$ cat src/rtl/sparse_ia_enc_pkg.sv
`default_nettype none
// ============================================================================
// Module      : sparse_ia_enc_pkg
// Description : Shared defaults, FSM state encoding and the activation
//               saturation helper for the sparse IA encoder.
//               Contents:
//                 DEF_CHANNEL, DEF_IN_W, DEF_OUT_W, DEF_MAX_LEN, DEF_LEN_W
//                 state_t  : S_IDLE / S_SCAN / S_MARK
//                 saturate : clamp a DEF_IN_W signed value to DEF_OUT_W
// Revision    : 1.0 - initial release
// ============================================================================
package sparse_ia_enc_pkg;

    localparam int DEF_CHANNEL = 32;
    localparam int DEF_IN_W    = 17;
    localparam int DEF_OUT_W   = 16;
    localparam int DEF_MAX_LEN = 1200;
    localparam int DEF_LEN_W   = 11;

    typedef enum logic [1:0] {
        S_IDLE = 2'd0,
        S_SCAN = 2'd1,
        S_MARK = 2'd2
    } state_t;

    // Clamp to the signed OUT_W range; the bounds are sign-extended to IN_W
    // so the comparisons are done at full input precision.
    function automatic logic signed [DEF_OUT_W-1:0] saturate(
        input logic signed [DEF_IN_W-1:0] v
    );
        logic signed [DEF_IN_W-1:0] c_max;
        logic signed [DEF_IN_W-1:0] c_min;
        c_max = {{(DEF_IN_W-DEF_OUT_W+1){1'b0}}, {(DEF_OUT_W-1){1'b1}}};
        c_min = {{(DEF_IN_W-DEF_OUT_W+1){1'b1}}, {(DEF_OUT_W-1){1'b0}}};
        if (v > c_max) begin
            return {1'b0, {(DEF_OUT_W-1){1'b1}}};
        end else if (v < c_min) begin
            return {1'b1, {(DEF_OUT_W-1){1'b0}}};
        end else begin
            return v[DEF_OUT_W-1:0];
        end
    endfunction

endpackage
`default_nettype wire

$ cat src/rtl/sparse_ia_enc_prienc.sv
`default_nettype none
// ============================================================================
// Module      : sparse_ia_enc_prienc
// Description : Combinational lowest-set-bit priority encoder.
//               Ports:
//                 i_mask  [WIDTH]  candidate bits
//                 o_idx   [IDX_W]  index of the lowest set bit (0 if none)
//                 o_found          any bit set
// Revision    : 1.0 - initial release
// ============================================================================
module sparse_ia_enc_prienc #(
    parameter int WIDTH = 32,
    parameter int IDX_W = $clog2(WIDTH)
) (
    input  logic [WIDTH-1:0] i_mask,
    output logic [IDX_W-1:0] o_idx,
    output logic             o_found
);

    // Scan from the top down so the lowest set bit is the last one written.
    always_comb begin
        o_idx   = '0;
        o_found = 1'b0;
        for (int i = WIDTH - 1; i >= 0; i--) begin
            if (i_mask[i]) begin
                o_idx   = IDX_W'(i);
                o_found = 1'b1;
            end
        end
    end

endmodule
`default_nettype wire

$ cat src/rtl/sparse_ia_encoder.sv
`default_nettype none
// ============================================================================
// Module      : sparse_ia_encoder
// Description : Compresses a dense pixel vector of CHANNEL signed activations
//               into a (value, channel-index) stream, one nonzero per beat,
//               with a running per-tile length and sticky overflow.
//               Ports:
//                 i_clk, i_rst           clock, async active-high reset
//                 i_valid/o_ready        pixel handshake (i_data, i_last_pixel)
//                 o_valid/i_ready        entry handshake
//                 o_data, o_c_idx        saturated value and its channel
//                 o_pix_end, o_tile_end  last beat of pixel / of tile
//                 o_null                 payload-free tile-closing beat
//                 o_len                  entries in tile incl. current beat
//                 o_overflow             tile exceeded MAX_LEN (sticky)
//               Build option: SPARSE_IA_ENC_RELU_EN - negative activations
//               map to zero and are dropped.
// Revision    : 1.0 - initial release
// ============================================================================
module sparse_ia_encoder
    import sparse_ia_enc_pkg::*;
#(
    parameter int CHANNEL = DEF_CHANNEL,
    parameter int IN_W    = DEF_IN_W,
    parameter int OUT_W   = DEF_OUT_W,
    parameter int MAX_LEN = DEF_MAX_LEN,
    parameter int LEN_W   = DEF_LEN_W
) (
    input  logic                       i_clk,
    input  logic                       i_rst,
    input  logic                       i_valid,
    output logic                       o_ready,
    input  logic [CHANNEL*IN_W-1:0]    i_data,
    input  logic                       i_last_pixel,
    output logic                       o_valid,
    input  logic                       i_ready,
    output logic [OUT_W-1:0]           o_data,
    output logic [$clog2(CHANNEL)-1:0] o_c_idx,
    output logic                       o_pix_end,
    output logic                       o_tile_end,
    output logic                       o_null,
    output logic [LEN_W-1:0]           o_len,
    output logic                       o_overflow
);

    localparam int c_idx_w = $clog2(CHANNEL);

    state_t                   r_state;
    state_t                   w_next;
    logic [CHANNEL*OUT_W-1:0] r_vals;
    logic [CHANNEL-1:0]       r_mask;
    logic                     r_last;
    logic [LEN_W-1:0]         r_len;
    logic                     r_overflow;

    logic [CHANNEL*OUT_W-1:0] w_vals;
    logic [CHANNEL-1:0]       w_nz;
    logic [c_idx_w-1:0]       w_idx;
    logic                     w_found;
    logic [CHANNEL-1:0]       w_mask_rest;
    logic                     w_full;

    // Per-channel transform and nonzero detection on the incoming pixel.
    for (genvar c = 0; c < CHANNEL; c++) begin : g_chan
        logic signed [IN_W-1:0]  w_in;
        logic signed [OUT_W-1:0] w_sat;
        assign w_in = i_data[c*IN_W +: IN_W];
`ifdef SPARSE_IA_ENC_RELU_EN
        assign w_sat = w_in[IN_W-1] ? '0 : saturate(w_in);
`else
        assign w_sat = saturate(w_in);
`endif
        assign w_vals[c*OUT_W +: OUT_W] = w_sat;
        assign w_nz[c]                  = |w_sat;
    end

    sparse_ia_enc_prienc #(
        .WIDTH (CHANNEL),
        .IDX_W (c_idx_w)
    ) u_prienc (
        .i_mask  (r_mask),
        .o_idx   (w_idx),
        .o_found (w_found)
    );

    assign w_mask_rest = r_mask & ~(CHANNEL'(1) << w_idx);
    assign w_full      = (r_len == LEN_W'(MAX_LEN));
    assign o_ready     = (r_state == S_IDLE);
    assign o_overflow  = r_overflow;
    // Null beats report the count without adding themselves.
    assign o_len       = (o_valid && !o_null) ? r_len + LEN_W'(1) : r_len;

    always_comb begin
        w_next     = r_state;
        o_valid    = 1'b0;
        o_null     = 1'b0;
        o_pix_end  = 1'b0;
        o_tile_end = 1'b0;
        o_data     = '0;
        o_c_idx    = '0;
        case (r_state)
            S_IDLE: begin
                if (i_valid) begin
                    // An all-zero closing pixel skips straight to its marker.
                    w_next = (w_nz == '0 && i_last_pixel) ? S_MARK : S_SCAN;
                end
            end
            S_SCAN: begin
                if (!w_found) begin
                    w_next = S_IDLE;
                end else if (w_full) begin
                    // Tile is full: this cycle drops the rest of the mask.
                    w_next = r_last ? S_MARK : S_IDLE;
                end else begin
                    o_valid    = 1'b1;
                    o_data     = r_vals[w_idx*OUT_W +: OUT_W];
                    o_c_idx    = w_idx;
                    o_pix_end  = (w_mask_rest == '0);
                    o_tile_end = o_pix_end && r_last;
                    if (i_ready && o_pix_end) begin
                        w_next = S_IDLE;
                    end
                end
            end
            S_MARK: begin
                o_valid    = 1'b1;
                o_null     = 1'b1;
                o_pix_end  = 1'b1;
                o_tile_end = 1'b1;
                if (i_ready) begin
                    w_next = S_IDLE;
                end
            end
            default: w_next = S_IDLE;
        endcase
    end

    always_ff @(posedge i_clk or posedge i_rst) begin
        if (i_rst) begin
            r_state    <= S_IDLE;
            r_vals     <= '0;
            r_mask     <= '0;
            r_last     <= 1'b0;
            r_len      <= '0;
            r_overflow <= 1'b0;
        end else begin
            r_state <= w_next;
            case (r_state)
                S_IDLE: begin
                    if (i_valid) begin
                        r_vals <= w_vals;
                        r_mask <= w_nz;
                        r_last <= i_last_pixel;
                    end
                end
                S_SCAN: begin
                    if (w_found && w_full) begin
                        r_mask     <= '0;
                        r_overflow <= 1'b1;
                    end else if (o_valid && i_ready) begin
                        r_mask <= w_mask_rest;
                        if (o_tile_end) begin
                            r_len      <= '0;
                            r_overflow <= 1'b0;
                        end else begin
                            r_len <= r_len + LEN_W'(1);
                        end
                    end
                end
                S_MARK: begin
                    if (i_ready) begin
                        r_len      <= '0;
                        r_overflow <= 1'b0;
                    end
                end
                default: ;
            endcase
        end
    end

endmodule
`default_nettype wire

$ cat config.mk
export PLATFORM = sky130hd
export DESIGN_NAME = sparse_ia_encoder
export DESIGN_NICKNAME = d
export VERILOG_FILES = /design/src/rtl/sparse_ia_enc_pkg.sv /design/src/rtl/sparse_ia_enc_prienc.sv /design/src/rtl/sparse_ia_encoder.sv
export SDC_FILE = /design/constraint.sdc
export NUM_CORES = 2
export LEC_CHECK = 0
export ABC_AREA = 1
export BUFFER_PORTS_ARGS = -buffer_cell sky130_fd_sc_hd__buf_2
export CORE_ASPECT_RATIO = 2
export CORE_MARGIN = 4
export CORE_UTILIZATION = 35
export CTS_CLUSTER_SIZE = 40
export DETAILED_ROUTE_END_ITERATION = 8
export PLACE_DENSITY_LB_ADDON = 0.3
export SETUP_SLACK_MARGIN = 0.3
export SYNTH_ARGS = -nofsm -noshare
export SYNTH_HDL_FRONTEND = slang
export SYNTH_SLANG_ARGS = --single-unit
$ cat constraint.sdc
create_clock -name i_clk -period 19.5 [get_ports i_clk]
set_input_delay 0.975 -clock i_clk [delete_from_list [all_inputs] [get_ports i_clk]]
set_output_delay 0.975 -clock i_clk [all_outputs]
set_load 0.01 [all_outputs]
# ---- After elaboration in Yosys (flattened, before gate mapping)
# Index checks and enable logic that the tools add are counted.
dict set report op_classes {
  add_sub_neg 1
  magnitude_cmp 64
  eq_ne 10
  shifts 2
  mux 167
  bitwise_logic 2
  n_reduce_logical 49
}
# operator n
set op_table {}
lappend op_table {{16-bit 2-to-1 mux} 67}
lappend op_table {{17-bit by 16-bit greater-than comparator with 1-bit output, second input constant} 32}
lappend op_table {{17-bit by 16-bit < comparator with 1-bit output, second input constant} 32}
lappend op_table {{16-bit OR reduction} 32}
lappend op_table {{512-bit by 10-bit indexed part select with 16-bit output} 1}
lappend op_table {{5-bit 2-to-1 mux} 35}
lappend op_table {{32-bit 2-to-1 mux} 3}
lappend op_table {{32-bit zero test} 2}
lappend op_table {{32-bit one-hot mux with 2 select lines} 1}
lappend op_table {{11-bit 2-to-1 mux} 5}
lappend op_table {{1-bit 2-to-1 mux} 43}
lappend op_table {{32-bit bitwise AND} 1}
lappend op_table {{32-bit inverter} 1}
lappend op_table {{1-bit by 5-bit left shift with 32-bit output, first input constant} 1}
lappend op_table {{11-bit one-hot mux with 2 select lines} 1}
lappend op_table {{2-bit 2-to-1 mux} 7}
lappend op_table {{11-bit by 1-bit adder with 11-bit output, second input constant} 1}
lappend op_table {{11-bit == test, second input constant} 1}
lappend op_table {{2-bit inequality test, second input constant} 4}
lappend op_table {{1-bit one-hot mux with 2 select lines} 4}
lappend op_table {{4-bit AND reduction} 2}
lappend op_table {{1-bit logical AND} 6}
lappend op_table {{3-bit inequality test, second input constant} 2}
lappend op_table {{2-bit one-hot mux with 3 select lines} 1}
lappend op_table {{8 further kinds} 10}
dict set report totals {
  regBits 559
  output_inout_bits 38
  word_cells 301
}

# ---- Longest topological paths before layout
dict set report logic_depth {
  ltp_word 44
  depth_mapped 45
  depth_no_buf 44
}

# ---- Hierarchy
# From an unflattened synthesis, not the netlist that was laid out.
dict set report hier_totals {
  hier_cells 4128
  area_unflattened_um2 30689.4
}
# mod instances cells_each area_per_inst_um2 seq_area_each_um2
set modules_own_cells {}
lappend modules_own_cells {sparse_ia_encoder 1 4021 30246.5 13988.4}
lappend modules_own_cells {sparse_ia_enc_prienc 1 107 442.9 0.0}

# ---- Worst setup path after synthesis
# No wires, ideal clock.
dict set report synth_path {
  path_kind {flip-flop to output port}
  from {reg r_mask[30]}
  to {out o_data[4]}
  arrival_ns 2.999
  setup_slack_ns 15.526
  stages_incl_launch_ff 40
  n_path_buf 2
  cell_sequence {dfrtp_1 -> inv_2 -> nand2_1 -> nand2_1 -> nand2_1 -> nand2_1 -> nand2_1 -> nand2_1 -> nand2_1 -> nand2_1 -> nand2_1 -> nand2_1 -> nand2_1 -> nand2_1 -> nand2_1 -> nand2_1 -> nand2_1 -> nand2_1 -> (+4 left out) -> nand2_1 -> nand2_1 -> nand2_1 -> nand2_1 -> nand2_1 -> nand2_1 -> nand2_1 -> nand2_2 -> nand2_4 -> nand2_4 -> o21bai_4 -> inv_1 -> clkbuf_1 -> clkbuf_1 -> o221ai_1 -> o311ai_0 -> nand3_1 -> nand2_1}
}
dict set report synth_between {
  elab_chain_cells 35
  word_cells_on_any_way 66
  classes_between {shift (1); mux (65)}
}
# item line
set synth_lines {}
lappend synth_lines {{start: declaration} sparse_ia_encoder.sv:51} ;# logic [CHANNEL-1:0] r_mask;
lappend synth_lines {{start signal: assignment} sparse_ia_encoder.sv:152} ;# r_mask <= w_nz;
lappend synth_lines {{start signal: assignment} sparse_ia_encoder.sv:161} ;# r_mask <= w_mask_rest;
lappend synth_lines {{5-bit 2-to-1 mux (31 in a row)} sparse_ia_enc_prienc.sv:25} ;# if (i_mask[i]) begin
lappend synth_lines {{512-bit by 10-bit indexed part select with 16-bit output} sparse_ia_encoder.sv:116} ;# o_data = r_vals[w_idx*OUT_W +: OUT_W];
lappend synth_lines {{16-bit 2-to-1 mux} sparse_ia_encoder.sv:111} ;# end else if (w_full) begin
lappend synth_lines {{16-bit 2-to-1 mux *} sparse_ia_encoder.sv:109} ;# if (!w_found) begin
lappend synth_lines {{16-bit 2-to-1 mux *} sparse_ia_encoder.sv:101} ;# case (r_state)
lappend synth_lines {{end: declaration} sparse_ia_encoder.sv:37} ;# output logic [OUT_W-1:0] o_data,
# Mark *: on every way between the ends. The rest lies on a longest branch, timed or not.

# ---- Final worst setup path
dict set report layout_path {
  from {reg r_mask[31]}
  to {out o_data[3]}
}
dict set report layout_between {
  elab_chain_cells 36
  word_cells_on_any_way 68
  classes_between {shift (1); mux (67)}
}
# item line
set layout_lines {}
lappend layout_lines {{5-bit 2-to-1 mux (32 in a row)} sparse_ia_enc_prienc.sv:25}
lappend layout_lines {{512-bit by 10-bit indexed part select with 16-bit output} sparse_ia_encoder.sv:116}
lappend layout_lines {{16-bit 2-to-1 mux} sparse_ia_encoder.sv:111}
lappend layout_lines {{16-bit 2-to-1 mux *} sparse_ia_encoder.sv:109}
lappend layout_lines {{16-bit 2-to-1 mux *} sparse_ia_encoder.sv:101}
# Marks and branches as above.

==> summary.txt <==
M1 WL - 50200 µm
Total GRT Usage - 29.3%
Crit end category - output pin
Critical Path Slowest Stage Cell - o311ai_0
Synth Net Count - 4179
Final Cell Area - 0.0344 mm²
Drt wl/cell - 25.8 µm
GP Congestion - 1.03
Part of the power in registers - 38.1%
First-pass GRT wire length - 191000 µm
Vias - 29807
CP top delay family - simple AND/OR/NAND/NOR gates
Worst slew margin - 11.2%
Top sig layer - met5
Placed inst area - 0.0325 mm²
Total CTS buffers - 51
WL final - 134000 µm
Yosys cell types - 41
Leakage - 16.1 nW
Io pins - 587
Sw frac - 44.3%
Pin count of the biggest net entering global routing - 174
CTS resizes - 0
Area grow syn2layout - 19.4%
Crit start category - flip-flop
CP peak stage delay - 1.13 ns
Site Rows - 148
Clock power frac - 20.4%
Detail Route Antenna Nets - 0
Critical path data arrival time - 6.18 ns
Commonest non-fill, non-tap cell in the layout - nand2_1
Total grt overflow - 0
Worst-path clk slew - 0.07 ns
Initial antenna violation count - 9
Number of nets in the layout - 4632
DP HPWL - 103000 µm
HP Class - reg -> reg
Die Footprint - 0.0872 mm²
Worst Skew - 0.0176 ns
Pwr/cell area - 161 mW/mm²
Initial DRC count - 2990
CTS tree - done
Peak Freq - 140 MHz
Via-to-Cell Ratio - 5.76
Required time worst endpoint - 18.53 ns
Sink Count - 559
Clock Latency Late Sink - 0.64 ns
Core Region - 0.0815 mm²
Yosys warns - 0
DIE HEIGHT - 414 µm
Pre-antenna DRT Iters - 6
Root Driver - clkbuf_16
Final hold vios - 0
Fillers - 8418
Switch Pwr - 2.45 mW
Met3 WL - 9740 µm
PortBufs - 586
Synth Flop Type - dfrtp_1
Hold Buf Count CTS - 0
Multi-input logic area - 0.0129 mm²
H-tree levels - 2
Setup repair bufs after CTS - 0
# setup viols final - 0
Cell Int Power - 3.08 mW
# DRC - 0
Syn Std Cell Area - 0.0288 mm²
Kind of critical path - reg -> out
Max clock buf depth - 3
Cells after Synth - 3625
Initial Util - 35.3%
Post-synthesis async set-or-reset flop share - 100%
Unrepaired setup endpoints after global routing - no
FF+latch count, synth - 559
Comb power frac - 41.5%
Sequential cell area - 0.0140 mm²
Fin. max-slew vios - 0
Fraction of layout cells with a size suffix above 1 - 18.5%
Maximum Capacitance Violations - 0
Crit path top cell by count - nand2_1
Tightest Pin Transition - 1.32 ns
TNS Setup - 0 ns
Run status - complete, no violations
Critical path buffers and inverters - 3
Commonest cells after routing, fill and taps aside - nand2_1 (709), buf_2 (586), dfrtp_1 (559)
Max FO, Critical Path - 80
Vias in the first global route - 29658
Fin crit period - 7.16 ns
Period utilization - 36.7%
Post-synth EDFFs - 0
Met2 WL - 63700 µm
Die width - 211 µm
CP cell instances - o21ai_1, o211ai_1, nand3_1, nand3_1, nand2_1, nand2_1, nand2_1, nand2_1, nand2_1, nand2_1, nand2_1, nand3_1, nand3_1, a21oi_2, nand2_2, clkinv_1, nand3_4, buf_4, o221ai_1, o311ai_0, nand3_1, nand2_1, buf_2
Register area share after synthesis - 48.6%
Syn avg cell area - 7.94 µm²
Maximum vdd drop - 91.3 µV
-- metrics by stage --
stage	worst slack [ns]	util (%)	total power, mW	hold slack [ns]	std cells
after floorplan	2.89	-	3.43	0.448	3625
after global placement	13.25	39.9	4.33	0.464	5075
after CTS	12.47	42.2	5.49	0.486	5170
after global routing	12.07	42.2	5.82	0.508	5173
final	12.34	42.2	5.52	0.486	5177
after detailed placement	13.16	39.9	4.35	0.468	5075
-- sequential cells by signal (all words and copies together), names as in the netlist --
| name | cells |
|---|---|
| r_state | 2 |
| r_len | 11 |
| o_overflow | 1 |
| r_mask | 32 |
| r_last | 1 |
| r_vals | 512 |
-- layout make-up --
type / count / share of cell area [%]
antenna: 7 / 0.0510
multi-input combinational: 2568 / 37.7
clock inverter: 18 / 0.899
sequential: 559 / 40.7
inverter: 281 / 3.11
timing repair buffer: 617 / 9.28
tap: 1050 / 3.82
clock buffer: 77 / 4.44
-- worst min-delay path, cell delays in order (launching register included) --
cell,delay [ns]
dfrtp_1,0.34
nand2_1,0.05
o21ai_0,0.06
-- worst paths after layout --
path / start / endpoint / cells after the start / slack, ns
max in group asynchronous: i_rst / r_mask[31]$_DFFE_PP0P_ / 5 / 15.81
hold / removal: r_vals[387]$_DFFE_PP0P_ / r_vals[387]$_DFFE_PP0P_ / 2 / 0.49
hold reg to reg: r_vals[387]$_DFFE_PP0P_ / r_vals[387]$_DFFE_PP0P_ / 2 / 0.49
min in group asynchronous: i_rst / r_vals[162]$_DFFE_PP0P_ / 2 / 0.54
setup / recovery: r_mask[31]$_DFFE_PP0P_ / o_data[3] / 23 / 12.34
setup reg to reg: r_mask[29]$_DFFE_PP0P_ / r_len[8]$_DFFE_PP0P_ / 30 / 13.85
-- per-layer routing --
metal / GRT usage [%] / vias to the layer above
li1: - / 13532
met1: 35.1 / 14396
met2: 49.2 / 1511
met3: 4.79 / 366
met4: 17.7 / 2
met5: 0 / -
-- Yosys cell counts (11+ instances only) --
cell,n,area [µm²]
o221a_2,33,372
clkbuf_1,179,672
inv_1,275,1030
o21ai_0,399,2000
buf_1,25,93.8
a21oi_1,291,1460
a31oi_1,30,188
o311ai_0,16,140
a221oi_1,33,289
nor2_1,410,1540
nand3_1,157,786
nand2_1,711,2670
nor3_1,55,275
a22oi_1,98,736
o22ai_1,44,275
o221ai_1,93,815
nor4_1,39,244
nand4_1,112,701
buf_2,11,55.1
dfrtp_1,559,14000
-- power by group through the flow --
stage	Sequential, mW	Clock [mW]	Combinational (mW)
after floorplan	1.94	0	1.49
final	2.10	1.13	2.29
after CTS	2.09	1.14	2.26
after detailed placement	2.10	0	2.25
after global placement	2.11	0	2.22
after global routing	2.14	1.19	2.50
-- cells by family (layout without fill, tap and decap cells) --
logic type,Yosys count,in the layout,synth area share (%)
xor+xnor,10,10,0.304
flops,559,559,48.6
compound gates,1058,1058,22.4
other cells,0,7,0
simple gates,1495,1495,21.9
buf+inv,498,993,6.60
fa+ha+maj,5,5,0.217
Power figures use the tool's default switching activity.
